===== config.mk =====
export PLATFORM = sky130hd
export DESIGN_NAME = fifo_rr_arbiter
export DESIGN_NICKNAME = d
export VERILOG_FILES = /design/src/rtl/fifo_rr_arbiter.sv
export SDC_FILE = /design/constraint.sdc
export NUM_CORES = 1
export LEC_CHECK = 0
export CAP_MARGIN = 40
export CORE_UTILIZATION = 30
export DETAILED_ROUTE_END_ITERATION = 16
export PLACE_DENSITY = 0.8
export SLEW_MARGIN = 5
export SYNTH_ARGS = -nofsm -noshare
export SYNTH_HDL_FRONTEND = slang
export SYNTH_SLANG_ARGS = --single-unit

===== constraint.sdc =====
create_clock -name clk -period 2.3 [get_ports clk]
set_clock_uncertainty 0.1 [all_clocks]
set_input_delay 0.46 -clock clk [delete_from_list [all_inputs] [get_ports clk]]
set_output_delay 0.46 -clock clk [all_outputs]
set_load 0.03 [all_outputs]

===== src/rtl/fifo_rr_arbiter.sv =====
// Round-robin arbiter sharing one FIFO write port among N valid/ready requesters.
// A grant is held for up to MAX_BURST transfers, or until an EOT-tagged word,
// so packets from one requester stay contiguous downstream.
module fifo_rr_arbiter #(
  parameter  int N         = 4,
  parameter  int DIN       = 16,
  parameter  int MAX_BURST = 1,
  parameter  int EOT       = 0,
  localparam int IW        = $clog2(N),
  localparam int CNTW      = $clog2(MAX_BURST+1)
) (
  input  logic               clk,
  input  logic               rst,
  input  logic [N-1:0]       din_valid,
  output logic [N-1:0]       din_ready,
  input  logic [N*DIN-1:0]   din_data,
  output logic               dout_valid,
  input  logic               dout_ready,
  output logic [IW+DIN-1:0]  dout_data
);

  typedef enum logic {IDLE = 1'b0, GRANT = 1'b1} state_t;

  state_t                  state_q, state_d;
  logic [IW-1:0]           owner_q, owner_d, ptr_q, ptr_d;
  logic [CNTW-1:0]         cnt_q, cnt_d;
  logic [N-1:0][DIN-1:0]   pay;
  logic [IW-1:0]           sel, cur;
  logic [IW:0]             scan;
  logic                    found, vld_raw, hs, eot;

  assign pay = din_data;

  // Next index after x, wrapping explicitly so non-power-of-two N works.
  function automatic logic [IW-1:0] wrap_inc(input logic [IW-1:0] x);
    return (x == IW'(N-1)) ? '0 : x + 1'b1;
  endfunction

  // First valid requester scanning ptr, ptr+1, ... modulo N.
  always_comb begin
    sel   = '0;
    found = 1'b0;
    scan  = '0;
    for (int k = 0; k < N; k++) begin
      scan = {1'b0, ptr_q} + (IW+1)'(k);
      if (scan >= (IW+1)'(N)) scan = scan - (IW+1)'(N);
      if (!found && din_valid[scan[IW-1:0]]) begin
        found = 1'b1;
        sel   = scan[IW-1:0];
      end
    end
  end

  // Output mux: the locked owner in GRANT, the fresh selection in IDLE; gated by reset.
  always_comb begin
    cur        = (state_q == GRANT) ? owner_q : sel;
    vld_raw    = (state_q == GRANT) ? din_valid[owner_q] : found;
    dout_valid = vld_raw & ~rst;
    dout_data  = {cur, pay[cur]};
    hs         = dout_valid & dout_ready;
    eot        = (EOT != 0) & pay[cur][DIN-1];
    din_ready  = '0;
    for (int i = 0; i < N; i++)
      din_ready[i] = dout_ready & ~rst & (cur == IW'(i)) & ((state_q == GRANT) | vld_raw);
  end

  // Grant FSM: lock on backpressure or mid-burst, release on burst end, EOT or owner drop.
  always_comb begin
    state_d = state_q;
    owner_d = owner_q;
    cnt_d   = cnt_q;
    ptr_d   = ptr_q;
    case (state_q)
      IDLE: if (found) begin
        if (hs && (MAX_BURST == 1 || eot)) begin
          ptr_d = wrap_inc(sel);
        end else begin
          state_d = GRANT;
          owner_d = sel;
          cnt_d   = hs ? CNTW'(1) : '0;
        end
      end
      GRANT: if (!din_valid[owner_q]) begin
        state_d = IDLE;
        ptr_d   = wrap_inc(owner_q);
      end else if (hs) begin
        if ((int'(cnt_q) + 1 == MAX_BURST) || eot) begin
          state_d = IDLE;
          ptr_d   = wrap_inc(owner_q);
        end else begin
          cnt_d = cnt_q + CNTW'(1);
        end
      end
      default: ;
    endcase
  end

  // State registers with asynchronous reset.
  always_ff @(posedge clk or posedge rst) begin
    if (rst) begin
      state_q <= IDLE;
      owner_q <= '0;
      cnt_q   <= '0;
      ptr_q   <= '0;
    end else begin
      state_q <= state_d;
      owner_q <= owner_d;
      cnt_q   <= cnt_d;
      ptr_q   <= ptr_d;
    end
  end

endmodule


==> run metrics <==
outcome=complete, but fails checks; failing checks=setup timing; first-pass GRT wire length=8.280 mm; Layout area overhead=174.0%; Final nets=345; FF-to-FF End=ptr_q[1]$_DFFE_PP0P_; area leader, netlist=nand2_1; Post-Syn Area=989.7 um2; PD cells=1762 nW/um2; Hold Fails Final Rpt=0; Hold Path Stages=1; CP cell instances=nand2_2 -> nor2_2 -> o41a_1 -> buf_12 -> clkinv_16 -> nand2_1 -> a32oi_2 -> buf_6; Cells after Synth=149; Yosys top cell area share=21.24%; All-Layer GR Usage=31.78%; Worst Setup End Kind=output port; Mapped Nets=222; Ant. Diodes=0; Post-Route Setup TNS=-5.516 ns; asr flop ratio synth=100.0%; FF-to-FF Start=ptr_q[1]$_DFFE_PP0P_; # port buffers=93; DRC viols=0; dpl hpwl=3.347 mm; DRT Pass-1 Iters=4; maxcap violations=0; Longest Clk Path Bufs=2; CTS Root Cell=clkbuf_4; hold wc startpoint=cnt_q$_DFFE_PP0P_; flop2flop setup slack=0.42 ns; most common flop cell mapped by yosys=dfrtp_1; Worst Tran Pin Value=0.4507 ns; Synth Register Bits=6; leakage=0.001091 uW; Pins Over Slew Limit=0; Initial Util=31.90%; final worst setup slack=-0.3407 ns; drt wl/cell=22.43 um; Die Ht=59.44 um; grt total ovfl=0; register area share after synthesis=15.17%; yosys warns=0; Netlist cell types=28; vias in the first global route=1,720; commonest non-fill, non-tap cell in the layout=clkdlybuf4s50_1; main combinational cell family by area after synthesis=compound AO/OA/AOI/OAI gates; final std cells w/o fill=314; initial antenna violation count=0; Post-Synth Adder-Cell Area=2.528%; layout cells sized above 1=48.52%; hold_ws=0.4344 ns; Placed Cells=299; Die ar.=3533 um2; CTS buffer count=3; max frequency=378.7 MHz; mux cell area share after synthesis=6.574%; CP startpoint kind=flop; CP Class=flop to output port; largest net degree at the start of global routing=18; Clock transition at path regs=0.04 ns; Synth Area in XOR/XNOR=0%; crit-path max FO=17; Worst Path Required=1.74 ns; slowest cell delay on critical path=0.44 ns; Setup-failing EPs final=21; row count=20; Final ANT Viol Nets=0; Finished Cell Area=2711 um2; Post-synth EDFFs=0; Synth area leaders=nand2_1, dfrtp_1, a32oi_1, a21oi_1, buf_2; core area=3103 um2; Crit-path slowest cell=o41a_1; DR iter-0 viols=84; H-Tree Level Count=1; Avg Cell Area, Syn=6.642 um2; commonest non-fill, non-tap cells in the layout=clkdlybuf4s50_1, nand2_1, buf_6; via count=1,778; Clock Latency Late Sink=0.23 ns; Area after DPL=2225 um2; maximum vdd ir drop=918.3 uV; routability cong.=0.8036; hold worst-path end=cnt_q$_DFFE_PP0P_; IO Count=94; Tcrit/Tclk final=114.8%; TritonCTS clock tree=built; Final min period=2.641 ns; clk sink count=6; R2R cell count=6; Hold Crit Class=flop to flop; Die Wd=59.44 um; arrival time worst endpoint=2.08 ns; Compound-Gate Fraction of Synth Area=33.75%; fillcell total=144; Slew HR=69.72%; Routed Wire Length=7.042 mm; fraction of the mapped netlist area in simple logic gates=31.23%; RSZ-0062 raised after global routing=yes; vias per std cell=5.662
## sequential cells by signal (all words and copies together), names as in the netlist
register and count:
owner_q 2, ptr_q 2, cnt_q 1, state_q 1
## Yosys cell counts (2+ instances only)
master    number
nand2b_1       3
and3_1         2
o21ai_0        4
dfrtp_1        6
buf_6          2
a21oi_1       19
nor2_1         7
buf_2          6
ha_1           2
mux2_2         2
inv_1          3
nand2_1       56
buf_8          2
mux2i_1        2
nor3_1         3
a32oi_1       16
nor2b_1        3
## logic make-up (layout without fill, tap and decap cells)
kind of cell / Yosys count / count (layout)
flops: 6 / 6
fa+ha+maj: 2 / 2
buf+inv: 15 / 136
simple gates: 75 / 75
mux: 5 / 5
compound gates: 46 / 46
## worst max path at each step
stage | slack [ns] | start | to | depth (start not counted)
after floorplan | -0.08 | din_valid[2] | din_ready[0] | 5
after global placement | -0.66 | din_valid[2] | dout_data[6] | 9
after detailed placement | -0.72 | din_valid[2] | dout_data[0] | 8
after CTS | -0.25 | ptr_q[1]$_DFFE_PP0P_ | dout_data[0] | 8
after global routing | -0.41 | ptr_q[1]$_DFFE_PP0P_ | dout_data[9] | 8
final | -0.34 | ptr_q[1]$_DFFE_PP0P_ | dout_data[9] | 8
## power breakdown
part,switching (uW),internal (uW)
logic,2450,2020
registers,62.4,153
clock network,32.6,58.7
## through the flow
| stage | total power, uW | worst slack [ns] | util, % |
|---|---|---|---|
| 2_1_floorplan | 2381 | -0.07652 | - |
| 6_report | 4778 | -0.3407 | 87.38 |
| 4_1_cts | 4227 | -0.2533 | 82.86 |
| 5_1_grt | 4956 | -0.4091 | 87.38 |
| 3_3_place_gp | 3355 | -0.6615 | 71.69 |
| 3_5_place_dp | 3394 | -0.7173 | 71.69 |
## cell type report
cell class,count,area [um2],share of cell area [%]
clock buffer,3,22.52,0.8306
inverter,4,43.79,1.615
multi-input combinational,128,1130,41.67
sequential,6,151.4,5.584
tap,44,55.05,2.030
timing repair buffer,128,1292,47.67
timing repair inverter,1,16.27,0.5999
## per-layer routing
metal / GRT usage (%) / part of all wire, % / vias to the layer above
li1: - / - / 784
met2: 55.06 / 48 / 110
met1: 34.71 / 38 / 850
met4: 15.99 / 4.6 / 0
met5: 0 / 0 / -
met3: 9.825 / 9.1 / 34
## critical path: cells and delay by family, from the launching register on
kind                   cells  cell delay [ns]
DFF                        1             0.43
buffers and inverters      3             0.45
and+or+nand+nor            3             0.26
AOI/OAI and AO/OA          2             0.71
## what timing repair did
action                     CTS  global route
cloned                       1             2
pin swaps                   14             4
setup endpoints to repair   23            23
hold buffers                 0             0
resized for setup           86            27
setup buffers                4             5
No activity file was read; power rests on OpenSTA's default activity.
